<file path="src/rtl/bfly_operand_feeder.sv">
// bfly_operand_feeder: captures one N-point complex frame into a register
// buffer, then issues the N/2 butterfly operand pairs of one stage with the
// matching twiddle ROM index over a valid/ready handshake.
// Optional feature macro: BFLY_OPERAND_FEEDER_BITREV_EN (bit-reversed load order).
module bfly_operand_feeder #(
  parameter int unsigned BITS  = 16,
  parameter int unsigned N     = 16,
  parameter int unsigned LOG2N = 4
) (
  input  logic             clk,
  input  logic             rst,
  input  logic             start,
  input  logic [LOG2N-1:0] stage,
  input  logic             in_valid,
  output logic             in_ready,
  input  logic [BITS-1:0]  in_r,
  input  logic [BITS-1:0]  in_i,
  output logic             out_valid,
  input  logic             out_ready,
  output logic [BITS-1:0]  in1_r,
  output logic [BITS-1:0]  in1_i,
  output logic [BITS-1:0]  in2_r,
  output logic [BITS-1:0]  in2_i,
  output logic [LOG2N-2:0] tw_idx,
  output logic             busy,
  output logic             done
);

  localparam int unsigned IW = LOG2N;
  localparam int unsigned PW = LOG2N - 1;
  localparam int unsigned DW = 2 * BITS;

  localparam logic [1:0] S_IDLE  = 2'd0;
  localparam logic [1:0] S_LOAD  = 2'd1;
  localparam logic [1:0] S_ISSUE = 2'd2;

  logic [1:0]    state, state_n;
  logic [IW-1:0] stage_q, stage_n;
  logic [IW-1:0] wr_cnt, wr_cnt_n;
  logic [PW-1:0] pair_cnt, pair_n;
  logic          done_n;
  logic [IW-1:0] idx1_q, idx2_q;
  logic [IW-1:0] span_c, j_c, g_c, idx1_c, idx2_c;
  logic [PW-1:0] tw_c;
  logic [IW-1:0] wa;
  logic [DW-1:0] mem [N];

`ifdef BFLY_OPERAND_FEEDER_BITREV_EN
  function automatic logic [IW-1:0] bitrev(input logic [IW-1:0] a);
    logic [IW-1:0] r;
    r = '0;
    for (int b = 0; b < int'(IW); b++) r[b] = a[int'(IW) - 1 - b];
    return r;
  endfunction

  assign wa = bitrev(wr_cnt);
`else
  assign wa = wr_cnt;
`endif

  // Next-state, counter and done-pulse decision
  always_comb begin
    state_n  = state;
    stage_n  = stage_q;
    wr_cnt_n = wr_cnt;
    pair_n   = pair_cnt;
    done_n   = 1'b0;
    case (state)
      S_IDLE: begin
        if (start) begin
          state_n  = S_LOAD;
          stage_n  = (stage > IW'(LOG2N - 1)) ? IW'(LOG2N - 1) : stage;
          wr_cnt_n = '0;
          pair_n   = '0;
        end
      end
      S_LOAD: begin
        if (in_valid && in_ready) begin
          wr_cnt_n = wr_cnt + 1'b1;
          if (wr_cnt == IW'(N - 1)) state_n = S_ISSUE;
        end
      end
      S_ISSUE: begin
        if (out_valid && out_ready) begin
          pair_n = pair_cnt + 1'b1;
          if (pair_cnt == PW'(N / 2 - 1)) begin
            state_n = S_IDLE;
            done_n  = 1'b1;
          end
        end
      end
      default: state_n = S_IDLE;
    endcase
  end

  // Operand indices and twiddle index for the upcoming pair
  always_comb begin
    span_c = IW'(1) << stage_n;
    j_c    = IW'(pair_n) & (span_c - 1'b1);
    g_c    = IW'(pair_n) >> stage_n;
    idx1_c = (g_c << (stage_n + 1'b1)) | j_c;
    idx2_c = idx1_c | span_c;
    tw_c   = PW'(j_c << (IW'(LOG2N - 1) - stage_n));
  end

  // State, counters and registered outputs
  always_ff @(posedge clk) begin
    if (rst) begin
      state     <= S_IDLE;
      stage_q   <= '0;
      wr_cnt    <= '0;
      pair_cnt  <= '0;
      in_ready  <= 1'b0;
      out_valid <= 1'b0;
      busy      <= 1'b0;
      done      <= 1'b0;
      tw_idx    <= '0;
      idx1_q    <= '0;
      idx2_q    <= '0;
    end else begin
      state     <= state_n;
      stage_q   <= stage_n;
      wr_cnt    <= wr_cnt_n;
      pair_cnt  <= pair_n;
      in_ready  <= (state_n == S_LOAD);
      out_valid <= (state_n == S_ISSUE);
      busy      <= (state_n != S_IDLE);
      done      <= done_n;
      tw_idx    <= tw_c;
      idx1_q    <= idx1_c;
      idx2_q    <= idx2_c;
    end
  end

  // Frame buffer write; contents survive reset
  always_ff @(posedge clk) begin
    if (in_valid && in_ready) mem[wa] <= {in_r, in_i};
  end

  assign in1_r = mem[idx1_q][DW-1:BITS];
  assign in1_i = mem[idx1_q][BITS-1:0];
  assign in2_r = mem[idx2_q][DW-1:BITS];
  assign in2_i = mem[idx2_q][BITS-1:0];

endmodule

</file>
<file path="config.mk">
export PLATFORM = sky130hd
export DESIGN_NAME = bfly_operand_feeder
export DESIGN_NICKNAME = d
export VERILOG_FILES = /design/src/rtl/bfly_operand_feeder.sv
export SDC_FILE = /design/constraint.sdc
export NUM_CORES = 1
export LEC_CHECK = 0
export ABC_AREA = 0
export CORE_MARGIN = 2
export CORE_UTILIZATION = 61
export CTS_CLUSTER_SIZE = 30
export DETAILED_ROUTE_END_ITERATION = 8
export PLACE_DENSITY_LB_ADDON = 0.12
export SLEW_MARGIN = 40
export SYNTH_ARGS = -nofsm -noshare
export SYNTH_HDL_FRONTEND = slang
export SYNTH_SLANG_ARGS = --single-unit
</file>
<file path="constraint.sdc">
create_clock -name clk -period 4.09 [get_ports clk]
set_clock_uncertainty 0.2 [all_clocks]
set_input_delay 0.409 -clock clk [delete_from_list [all_inputs] [get_ports clk]]
set_output_delay 0.409 -clock clk [all_outputs]
set_load 0.1 [all_outputs]
</file>
======== Word level (Yosys, flattened, before mapping) ========
Memories as Yosys holds them, arrays and structs flattened. A register that Yosys moved wholly into a read port is not among the register bits.
Index checks and enable logic that the tools add are counted.
word-level totals
  output and inout port bits .............. 71
  bits in latches ......................... 0
  bits in read-only memories .............. 0
  register bits after elaboration ......... 20
  memories kept ........................... 1
  RAM bits ................................ 512
  logic and storage cells ................. 60
  input port bits ......................... 41
memory list
  name  depth  width  read ports  clocked after memory_dff  wr ports  line  RTL
  mem   16     32     2           2                         1         46    logic [DW-1:0] mem [N];
operators by class
  bitwise gates (word level) .............. 5
  muxes and demuxes ....................... 20
  equality and inequality tests ........... 8
  add/subtract/negate cells ............... 5
  order comparisons ....................... 1
  multiply operators ...................... 0
  reduce and logical (&&, ||, !) cells .... 7
  divide/modulo/power cells ............... 0
  shifts and indexed selects .............. 4
operators by type and width
  operator                                                               count
  4-bit 2-to-1 mux                                                       7
  2-bit 2-to-1 mux                                                       5
  4-bit by 1-bit adder with 4-bit output (second input constant)         2
  4-bit bitwise OR                                                       2
  4-bit case mux with 2 select lines                                     1
  3-bit 2-to-1 mux                                                       2
  2-bit case mux with 3 select lines                                     1
  3-bit case mux with 2 select lines                                     1
  3-bit by 4-bit bitwise AND with 4-bit output                           1
  2-bit by 1-bit == test with 1-bit output (second input constant)       2
  2-bit == test (second input constant)                                  2
  4-bit == test (second input constant)                                  1
  4-bit by 2-bit > comparator with 1-bit output (second input constant)  1
  2-bit inequality test (second input constant)                          2
  2-bit nonzero test                                                     2
  1-bit by 4-bit left shift with 4-bit output (first input constant)     1
  4-bit by 4-bit left shift with 3-bit output                            1
  4-bit by 4-bit left shift with 4-bit output                            1
  3-bit by 4-bit >> shifter with 4-bit output                            1
  2-bit by 4-bit subtractor with 4-bit output (first input constant)     1
  4-bit by 1-bit subtractor with 4-bit output (second input constant)    1
  3-bit by 1-bit adder with 3-bit output (second input constant)         1
  3-bit == test (second input constant)                                  1
  1-bit 2-to-1 mux                                                       3
  5 further kinds                                                        7

======== Longest topological paths before layout ========
Gate-level depths: netlist (run 1).
  depth after elaboration ................. 10
  mapped depth ............................ 10
  depth with buffers taken out ............ 10

======== Least setup slack after synthesis (run 1) ========
No wires, ideal clock.
  path kind ............................... register to register
  start ................................... reg in_ready
  end ..................................... mem mem[3][0] (netlist bit) (enable)
  data required time ...................... 3.429 ns
  library setup time ...................... 0.461 ns
  period minus slack after synthesis ...... 4.225 ns
  data arrival time ....................... 3.564 ns
  path buffers ............................ 0
  slack ................................... -0.135 ns
  cell stages (with the launch flop) ...... 3
  path through ............................ dfxtp_1 > nand3_1 > nor3_1
on the way
  cells in the longest elaborated chain, start to end .. 3
RTL lines
  element                                 line  RTL
  from (decl)                             15    output logic in_ready,
  from (signal assigned)                  125   in_ready <= (state_n == S_LOAD);
  1-bit logical AND                       137   if (in_valid && in_ready) mem[wa] <= {in_r, in_i};
  1-bit 2-to-1 mux                        137
  1-bit 2-to-1 mux (implied by the code)  137
  to (decl)                               46
Every way passes these cells.

==> impl_metrics.yaml, run 1 <==
yosys:
  synth_fp_nets: 1127
  synthArstFlopShare_pct: 0
  synth-seq-cells: 540
  synth_cells: 1078
  ys.flop_type: "edfxtp_1"
  synth_area_sq_um: 24350
  synth.distinct_cells: 48
  synth_edf_count: 512
  synth.avg_cell_area_sq_um: 22.59
  ys_warn_count: 0
  synth-seq-area-share_pct: 65.43
sta:
  setup_ws_ns: 0.5013
  slew_headroom_pct: 47.79
  finalCritPeriodShare_pct: 87.74
  fmax_mhz: 278.7
  hold_viol: 0
  rsz0062_at_grt: "false"
  setup_viol: 0
  worst_slew_pin_slew_ns: 0.7813
  slew_viol_final: 0
  setup_tns_ns: 0
  final.min_clock_period_ns: 3.589
drt:
  ant_nets: 0
  wl_microns: 57150
  vias: 12486
  viasPerCell: 7.003
  wl_per_cell_microns: 32.05
  drtIter0Drc: 1326
  first_pass_iters: 5
  drc: 0
clocking:
  clk_pin_slew_ns: 0.06
  ctsRootBufferMaster: "clkbuf_16"
  htree_levels: 2
  cts_tree: "done"
  holdBufCountCts: 0
  clockBufferDepth: 3
  clock-sinks: 540
  insertion_delay_ns: 0.60
  cts_made_buffers: 54
  post_cts_buffers: 0
  post_cts_resized: 0
placement:
  globalplace.congestion: 0.7756
  place_hpwl_microns: 32310
  post_dp_cell_area_sq_um: 26330
  port_buffers: 111
  pre_cts_ws_ns: 0.6294
floorplanning:
  fp-row-count: 73
  start_util_pct: 61.58
  io_pins: 112
  fp.coreArea_sq_um: 39550
  die_h_microns: 203.8
  die-area_sq_um: 41540
  die_x_microns: 203.8
finish:
  design_area_sq_um: 28090
  layout-drive-gt1-share_pct: 43.79
  area_delta_synth_final_pct: 15.36
  nets: 1261
  n_fill_cell: 2291
critical_path:
  start_kind: "flop"
  critPathArrivalTime_ns: 2.98
  worstPathRequired_ns: 3.48
  crit_fanout: 18
  endpoint_kind: "output pin"
  path_class: "flop to output pin"
power_and_ir_drop:
  power_mw: 12.33
  ir_worst_vdd_v: 0.0003436
  leakagePower_nw: 8.447
  power_density_nw_per_um2: 438.9
grt:
  antenna_found_initial: 2
  grt_pass1_wl_microns: 84410
  overflow: 0
  grt_max_degree: 43
  grt_pass1_vias: 13028
  groute.usage.overall_pct: 28.74
min_path:
  hold_path.class: "input pin to flop"
run:
  maxCapViolations: 0
status:
  outcome: "finished clean"
==> worst paths after layout <==
path | startpoint | endpoint | slack, ns | cells after the start
worst max-delay path | flop | in2_r[5] | 0.50 | 4
worst min-delay path | rst | pair_cnt[0]$_SDFF_PP0_ | 0.01 | 2
worst max register to register | state[1]$_SDFF_PP0_ | tw_idx[2]$_SDFF_PP0_ | 1.04 | 9
worst min register to register | stage_q[2]$_SDFF_PP0_ | stage_q[2]$_SDFF_PP0_ | 0.30 | 1
==> state kept, by name (all words and copies together), names as in the netlist, named ones only <==
signal     count
done           1
tw_idx         3
stage_q        4
in_ready       1
wa             4
out_valid      1
state          2
mem          512
busy           1
pair_cnt       3
==> worst max-delay path: stages (launching register included) <==
cell	delay [ns]
dfxtp_4	0.58
buf_4	0.43
mux4_2	0.57
mux4_2	0.51
buf_4	0.26
==> final cells by class <==
cell class	count	area, sq um	share of cell area, %
Antenna cell	2	5.005	0.01781
Sequential cell	540	15960	56.79
Tap cell	525	656.9	2.338
Clock inverter	30	322.8	1.149
Timing Repair Buffer	154	1484	5.282
Clock buffer	70	1441	5.131
Inverter	8	31.28	0.1113
Multi-Input combinational cell	454	8197	29.18
==> cell usage in the layout, fill, tap and decap left out, drive strengths merged, types with 3 or more instances in the layout <==
cell type and n:
bufinv 6, clkdlybuf4s50 39, clkinv 20, inv 10
ha 8, clkbuf 70, dfxtp 28, a211oi 7
mux4 320, nand3 13, nand2b 4, buf 115
nor2 25, nor3b 4, edfxtp 512, nand2 9
nor2b 3, o21ai 9, or3 4, nand4 5
a21oi 7, nor3 9, xor2 3
==> where the power goes <==
part | switching, mW | total, mW | internal [mW]
logic | 0.852 | 1.28 | 0.428
registers | 0.0508 | 6.12 | 6.07
clock network | 2.06 | 4.93 | 2.87
total | 2.96 | 12.3 | 9.37
==> metal layers <==
metal	wire [microns]	up-vias	track usage, %
met4	1764	0	9.932
met2	29560	632	47.74
li1	-	5086	-
met5	0	-	0
met3	4707	94	4.943
met1	21120	6674	39.48
==> through the flow <==
| step | hold slack (ns) | util (%) | std cells |
|---|---|---|---|
| floorplan | 0.2752 | - | 1078 |
| global placement | 0.2906 | 66.66 | 1681 |
| detailed placement | 0.2944 | 66.57 | 1681 |
| CTS | 0.3017 | 71.03 | 1781 |
| global route | 0.02468 | 71.03 | 1782 |
| finish | 0.01136 | 71.03 | 1783 |
==> Yosys cell counts, types with 5 or more instances <==
library cell	count	area (sq um)
buf_2	26	130.1
edfxtp_1	512	15370
nor3_1	9	45.04
inv_1	6	22.52
o21ai_0	5	25.02
nor2_1	25	93.84
nand2_1	9	33.78
a21oi_1	7	35.03
a211oi_1	5	37.54
nand4_1	5	31.28
dfxtp_1	28	560.5
mux4_2	320	7207
clkbuf_1	46	172.7
nand3_1	13	65.06
ha_1	8	100.1
==> logic make-up (layout without fill, tap and decap cells) <==
| group | count (synthesis) | count (layout) | share of synthesized area, % |
|---|---|---|---|
| buffers and inverters | 84 | 262 | 1.464 |
| XOR/XNOR | 4 | 4 | 0.1439 |
| adder cells (fa/ha/maj) | 8 | 8 | 0.4110 |
| other | 0 | 2 | 0 |
| flip-flops | 540 | 540 | 65.43 |
| multiplexers | 323 | 323 | 29.75 |
| AND/OR/NAND/NOR | 85 | 85 | 1.855 |
| AO/OA/AOI/OAI | 34 | 34 | 0.9402 |
Power figures use the tool's default switching activity.
==> inputs of run 2 (changes only) <==
CELL_PAD_IN_SITES_DETAIL_PLACEMENT = 0   (was unset)
CELL_PAD_IN_SITES_GLOBAL_PLACEMENT = 1   (was unset)
CORE_UTILIZATION = 54   (was 61)
CTS_CLUSTER_DIAMETER = 120   (was unset)
==> impl_metrics.yaml, run 2 (same netlist as run 1, synthesis figures left out) <==
status:
  outcome: "finished clean"
clocking:
  cts_made_buffers: 21
  clock-sinks: 540
  clk_pin_slew_ns: 0.12
  holdBufCountCts: 0
  post_cts_resized: 0
  insertion_delay_ns: 0.57
  htree_levels: 1
  cts_tree: "done"
  post_cts_buffers: 0
  ctsRootBufferMaster: "clkbuf_16"
  clockBufferDepth: 3
sta:
  slew_viol_final: 0
  rsz0062_at_grt: "false"
  setup_viol: 0
  fmax_mhz: 269.4
  slew_headroom_pct: 47.85
  worst_slew_pin_slew_ns: 0.7822
  hold_viol: 0
  finalCritPeriodShare_pct: 90.74
  setup_ws_ns: 0.3786
  final.min_clock_period_ns: 3.711
  setup_tns_ns: 0
power_and_ir_drop:
  power_density_nw_per_um2: 369.4
  p_int_mw: 7.454
  ir_worst_vdd_v: 0.0002415
  leakagePower_nw: 7.814
  switchingPower_mw: 2.481
  clkPwrFrac_pct: 25.7
  power_frac_comb_pct: 12.9
  seqPwrFrac_pct: 61.5
  switching_share_pct: 24.97
  power_mw: 9.934
finish:
  regMostFlops: "mem"
  n_fill_cell: 3121
  largest_reg_flops: 512
  final_cell_mix: "512 x edfxtp_1, 320 x mux4_2, 83 x buf_4"
  nets: 1221
  layout-drive-gt1-share_pct: 41.17
  stdcell_count: 1772
  area_delta_synth_final_pct: 10.44
  mostFrequentLayoutCell: "edfxtp_1"
grt:
  groute.usage.overall_pct: 24.41
  antenna_found_initial: 2
  grt_pass1_vias: 12744
  grt_max_degree: 76
  overflow: 0
  grt_pass1_wl_microns: 82560
run:
  maxCapViolations: 0
floorplanning:
  die-area_sq_um: 46810
  fp-row-count: 77
  fp.coreArea_sq_um: 44410
  io_pins: 112
  die_h_microns: 216.4
  start_util_pct: 54.83
  die_x_microns: 216.4
drt:
  first_pass_iters: 5
  wl_microns: 55560
  wl_per_cell_microns: 31.36
  drtIter0Drc: 1198
  ant_nets: 0
  viasPerCell: 6.805
  vias: 12059
  drc: 0
critical_path:
  endpoint_kind: "output pin"
  start_kind: "flop"
  critPathArrivalTime_ns: 3.10
  path_class: "flop to output pin"
  crit_fanout: 23
  worstPathRequired_ns: 3.48
placement:
  globalplace.congestion: 0.7668
  pre_cts_ws_ns: 0.6057
  place_hpwl_microns: 30470
  placedCellCount: 1741
  port_buffers: 111
min_path:
  hold_path.class: "input pin to flop"
-- run 2: critical path, cell delays in order (launching register included) --
cell and delay [ns]:
dfxtp_4 0.70, buf_4 0.46, mux4_2 0.57, mux4_2 0.50, buf_4 0.25
-- run 2: power groups by stage --
stage | clock (mW) | sequential, mW | combinational (mW)
final | 2.55 | 6.11 | 1.28
after global routing | 2.79 | 6.12 | 1.33
after CTS | 2.61 | 6.11 | 1.29
after detailed placement | 0 | 6.24 | 1.29
after global placement | 0 | 6.25 | 1.26
after floorplan | 0 | 6.21 | 0.955
-- run 2: worst paths after layout --
kind | start | end | slack [ns] | cells past startpoint
worst max-delay path | flop | in2_i[0] | 0.38 | 4
worst min-delay path | rst | pair_cnt[0]$_SDFF_PP0_ | 0.04 | 2
worst max register to register | state[1]$_SDFF_PP0_ | tw_idx[2]$_SDFF_PP0_ | 1.04 | 9
worst min register to register | stage_q[3]$_SDFF_PP0_ | stage_q[3]$_SDFF_PP0_ | 0.31 | 1
-- run 2: stage by stage --
stage          utilization, %  hold WS, ns  instance area, sq um
5_1_grt                 60.56      0.07038                 26900
3_3_place_gp            59.18       0.2964                 26280
3_5_place_dp            59.30       0.2994                 26340
6_report                60.56      0.03862                 26900
2_1_floorplan               -       0.2752                 24370
4_1_cts                 60.56       0.3115                 26900
-- run 2: cell type report --
class / instances / area, sq um / area share (%)
flip-flops and latches: 540 / 15960 / 59.34
diodes: 2 / 5.005 / 0.01861
multi-input cells: 454 / 8197 / 30.48
well taps: 592 / 740.7 / 2.754
inverters: 8 / 31.28 / 0.1163
clock buffers: 28 / 551.8 / 2.052
clock inverters: 1 / 8.758 / 0.03256
repair buffers: 147 / 1401 / 5.210
-- run 2: per-layer routing --
layer / track usage [%] / up-vias / part of all wire (%)
met5: 0 / - / 0
met4: 5.457 / 0 / 2.0
met3: 2.358 / 72 / 5.8
met2: 41.41 / 414 / 52
met1: 35.14 / 6622 / 40
li1: - / 4951 / -
